$ cat src/rtl/clapton_stim_driver.sv
// Sequences one select code per cycle into the selector and gathers its Yout bits into a single response word.
// The response appears L+LATENCY cycles after acceptance. It is held until resp_ready, and no request is accepted outside IDLE.
module clapton_stim_driver #(
  parameter int LATENCY = 2,
  parameter int MAX_LEN = 8
) (
  input  logic               clk,
  input  logic               reset,
  input  logic               req_valid,
  output logic               req_ready,
  input  logic [3:0]         req_a,
  input  logic [3:0]         req_c,
  input  logic [3:0]         req_sel_base,
  input  logic [3:0]         req_len,
  output logic [3:0]         A_e,
  output logic [3:0]         B_e,
  output logic [3:0]         C_e,
  input  logic               Yout,
  output logic               resp_valid,
  input  logic               resp_ready,
  output logic [MAX_LEN-1:0] resp_data,
  output logic [3:0]         resp_len,
  output logic               busy
);

  localparam logic [1:0] ST_IDLE  = 2'd0;
  localparam logic [1:0] ST_DRIVE = 2'd1;
  localparam logic [1:0] ST_DRAIN = 2'd2;
  localparam logic [1:0] ST_RESP  = 2'd3;
  localparam logic [3:0] MAX_L    = 4'(MAX_LEN);

  logic [1:0]         state_q, state_d;
  logic [3:0]         len_q, cnt_q, eff_len;
  logic [3:0]         a_q, b_q, c_q;
  logic [MAX_LEN-1:0] resp_data_q;
  logic [3:0]         resp_len_q;
  logic [LATENCY-1:0] tag_vld_q;
  logic [3:0]         tag_idx_q [LATENCY];
  logic               last_step, last_cap;

  assign eff_len   = (req_len > MAX_L) ? MAX_L : req_len;
  assign last_step = (cnt_q == len_q - 4'd1);
  // The final tag reaching the capture point marks the end of the drain.
  assign last_cap  = tag_vld_q[LATENCY-1] && (tag_idx_q[LATENCY-1] == len_q - 4'd1);

  always_comb begin
    state_d = state_q;
    case (state_q)
      ST_IDLE:  if (req_valid) state_d = (eff_len == 4'd0) ? ST_RESP : ST_DRIVE;
      ST_DRIVE: if (last_step) state_d = ST_DRAIN;
      ST_DRAIN: if (last_cap) state_d = ST_RESP;
      ST_RESP:  if (resp_ready) state_d = ST_IDLE;
      default:  state_d = ST_IDLE;
    endcase
  end

  always_ff @(posedge clk) begin
    if (reset) begin
      state_q     <= ST_IDLE;
      len_q       <= '0;
      cnt_q       <= '0;
      a_q         <= '0;
      b_q         <= '0;
      c_q         <= '0;
      resp_data_q <= '0;
      resp_len_q  <= '0;
      tag_vld_q   <= '0;
      for (int i = 0; i < LATENCY; i++) tag_idx_q[i] <= '0;
    end else begin
      state_q <= state_d;

      // Tag for step cnt enters while that step is on the bus.
      tag_vld_q[0] <= (state_q == ST_DRIVE);
      tag_idx_q[0] <= cnt_q;
      for (int i = 1; i < LATENCY; i++) begin
        tag_vld_q[i] <= tag_vld_q[i-1];
        tag_idx_q[i] <= tag_idx_q[i-1];
      end

      case (state_q)
        ST_IDLE: begin
          if (req_valid) begin
            len_q       <= eff_len;
            cnt_q       <= '0;
            resp_data_q <= '0;
            resp_len_q  <= '0;
            if (eff_len != 4'd0) begin
              a_q <= req_a;
              b_q <= req_sel_base;
              c_q <= req_c;
            end
          end
        end
        ST_DRIVE: begin
          cnt_q <= cnt_q + 4'd1;
          if (last_step) begin
            a_q <= '0;
            b_q <= '0;
            c_q <= '0;
          end else begin
            b_q <= b_q + 4'd1;
          end
        end
        ST_DRAIN: if (last_cap) resp_len_q <= len_q;
        default: ;
      endcase

      if (tag_vld_q[LATENCY-1]) begin
        for (int k = 0; k < MAX_LEN; k++) begin
          if (tag_idx_q[LATENCY-1] == 4'(k)) resp_data_q[k] <= Yout;
        end
      end
    end
  end

  assign A_e        = a_q;
  assign B_e        = b_q;
  assign C_e        = c_q;
  assign resp_data  = resp_data_q;
  assign resp_len   = resp_len_q;
  assign req_ready  = (state_q == ST_IDLE);
  assign resp_valid = (state_q == ST_RESP);
  assign busy       = (state_q != ST_IDLE);

endmodule
$ cat config.mk
export PLATFORM = sky130hd
export DESIGN_NAME = clapton_stim_driver
export DESIGN_NICKNAME = d
export VERILOG_FILES = /design/src/rtl/clapton_stim_driver.sv
export SDC_FILE = /design/constraint.sdc
export NUM_CORES = 1
export LEC_CHECK = 0
export CAP_MARGIN = 20
export CORE_MARGIN = 10
export CORE_UTILIZATION = 51
export CTS_BUF_LIST = sky130_fd_sc_hd__clkbuf_8
export CTS_CLUSTER_DIAMETER = 30
export DETAILED_ROUTE_END_ITERATION = 10
export GPL_TIMING_DRIVEN = 0
export PLACE_DENSITY = 0.87
export SLEW_MARGIN = 0
export SYNTH_ARGS = -nofsm -noshare
export SYNTH_HDL_FRONTEND = slang
export SYNTH_SLANG_ARGS = --single-unit
$ cat constraint.sdc
create_clock -name clk -period 2.9 [get_ports clk]
set_input_delay 0.58 -clock clk [delete_from_list [all_inputs] [get_ports clk]]
set_output_delay 0.58 -clock clk [all_outputs]
set_load 0.03 [all_outputs]
==> summary.md <==
| Metric | Value |
|---|---|
| Status | finished, final reports clean |
| Root Buffer | clkbuf_8 |
| Family with the most delay on the worst path | buffers and inverters |
| Die Ht | 82.4 microns |
| Max Root-Sink Buffers | 2 |
| Clock sink count | 44 |
| Global-route wire length before repair | 8240 microns |
| Final WL | 5020 microns |
| Worst VDD drop | 730 uV |
| Mapped cell area | 0.00199 sq mm |
| Synth warn | 0 |
| Initial antenna violation count | 0 |
| DR vias/cell | 5.60 |
| Largest family of logic cells by synthesized area | simple AND/OR/NAND/NOR gates |
| WP data arrival | 2.88 ns |
| Core ar. | 0.00372 sq mm |
| Worst hold margin | 0.428 ns |
| Tcrit/Tclk final | 91.2% |
| Min cycle time layout | 2.65 ns |
| GRT Total Usage | 15.5% |
| Die Width | 82.4 microns |
| Total power | 1.94 mW |
| Post-Synth XOR/XNOR Area | 4.85% |
| Cts repair resizes | 0 |
| Design area | 0.00258 sq mm |
| CTS clock-pin slew for the worst setup and hold paths | 0.08 ns |
| Static Leak | 0.886 nW |
| CTS tree | done |
| Post-DP HPWL | 3810 microns |
| Critical setup path kind | in2reg |
| Initial Util | 53.4% |
| Seq cells post-synth | 44 |
| Netlist cell types | 36 |
| Startpoint types | input port |
| Inserted Diodes | 0 |
| Setup crit end kind | flop |
| Post-CTS Setup Repair Bufs | 0 |
| Routed len/inst | 15.1 microns |
| Worst Max-Slew Pin Slew | 0.882 ns |
| DRC viols | 0 |
| Hold-fix buffers at CTS | 0 |
| Critical Path, Cell by Cell | clkdlybuf4s50_1 > nor4_1 > a2bb2oi_1 > clkbuf_1 > o21ai_0 > a21oi_1 |
| P&R area growth vs syn | 29.8% |
| Worst Clk Skew | 0.00984 ns |
| Max_cap viols | 0 |
| Placed inst area | 0.00250 sq mm |
| Via count | 1859 |
| Dpl cells | 325 |
| GP Congestion | 0.801 |
| Slew Viols, Final | 0 |
| Post-synthesis mux area share | 1.07% |
| Syn Area/Cell | 8.56 sq um |
| Cell row count | 22 |
| Largest net degree at the start of global routing | 14 |
| I/O pins | 48 |
| Synth Net Count | 260 |
| Async set-reset flop share out of synthesis | 0% |
| Compound-Gate Fraction of Synth Area | 16.4% |
| H-tree levels | 2 |
| First DRT Iteration DRCs | 157 |
| CP Max Fanout | 10 |
| Ys flop type | dfxtp_1 |
| Proportion of layout cells with a drive suffix above 1 | 3.52% |
| Nets | 312 |
| Post-DRT Antenna Nets | 0 |
| Total CTS buffers | 5 |
| Synthesized instance count | 232 |
| Most frequent cells in the layout | clkdlybuf4s50_1, dfxtp_1, a21oi_1, nand2_1 |
| Die ar. | 0.00679 sq mm |
| Unrepaired setup endpoints after global routing | false |
| Simple-gate share of the synthesized area | 24.6% |
| Commonest non-fill, non-tap cell in the layout | clkdlybuf4s50_1 |
| Vias in the first global route | 1822 |
| TritonRoute pass-1 iters | 4 |
| Worst hold path type | reg2reg |
| CP peak stage delay | 0.61 ns |
| EDFF count, synth | 0 |
| Layout Cells excl Fill | 332 |
| Cell Pwr Density | 752 mW/mm^2 |
| Proportion of synthesized chip area in sequential cells | 44.4% |
| Port bufs | 45 |
| Buf+Inv Stages, Crit Path | 2 |
| Final Hold Fails | 0 |
| Worst path slowest cell | nor4_1 |
| Fin Setup TNS | 0 ns |
| Congestion Overflow GR | 0 |
| Slew margin rel. | 41.1% |
| Crit path required time | 3.13 ns |
| Fmax | 0.378 GHz |
| Synth Area in Adders | 4.41% |
| Worst skew pair latency | 0.30 ns |
| # setup viols final | 0 |
[where the power goes]
group / leakage, nW / switching [mW] / internal [mW]
clock: 0.0400 / 0.205 / 0.163
combinational: 0.489 / 0.523 / 0.314
sequential: 0.357 / 0.0558 / 0.679
total: 0.886 / 0.784 / 1.16
[kinds of logic after synthesis]
kind of cell,after synthesis
simple gates,93
compound gates,54
flops,44
buf+inv,21
xor+xnor,11
fa+ha+maj,7
mux,2
[metrics by stage]
stage	utilization [%]	setup slack (ns)
after global routing	69.4	0.0388
after detailed placement	67.2	0.0262
after floorplan	-	0.658
after CTS	69.4	0.317
final	69.4	0.255
after global placement	67.2	0.0730
[synthesized netlist by cell type, drive strengths merged (2+ instances only)]
library cell	number	area (sq um)
dfxtp	44	881
a21oi	23	115
nand2	22	82.6
nand3	16	80.1
nor2	16	60.1
o21ai	14	70.1
clkbuf	13	48.8
nor2b	13	81.3
xnor2	9	78.8
ha	7	87.6
inv	7	26.3
nor3	7	46.3
nor3b	7	52.6
nand3b	4	30.0
a221oi	3	26.3
a211oi	2	15.0
a22oi	2	15.0
nand4	2	12.5
nand4b	2	17.5
nor4	2	12.5
o21a	2	15.0
xor2	2	17.5
[routing by layer]
metal,track usage [%],up-vias,share of wire [%]
met5,0,-,0
li1,-,922,-
met4,6.29,0,1.4
met2,25.9,47,49
met3,5.40,6,7.7
met1,17.7,884,42
[registers in the layout, indices dropped and copies added (netlist names)]
signal     count
resp_data      8
tag_idx_q      8
A_e            4
B_e            4
C_e            4
cnt_q          4
len_q          4
resp_len       4
state_q        2
tag_vld_q      2
[final timing paths]
check / start / end / slack, ns / depth (start not counted)
min reg2reg: tag_idx_q[0][0] / tag_idx_q[0][4] / 0.43 / 1
max reg2reg: state_q[0] / A_e[2] / 0.44 / 8
max: req_len[3] / A_e[2] / 0.25 / 6
min: tag_idx_q[0][0] / tag_idx_q[0][4] / 0.43 / 1
[final cells by class]
cell class,count,area [sq um]
plain buffers,14,60.1
multi-input cells,167,1020
flip-flops and latches,44,881
well taps,48,60.1
clock inverters,2,12.5
repair buffers,45,450
inverters,7,26.3
fillers,317,1140
clock buffers,5,68.8
Power figures use the tool's default switching activity.
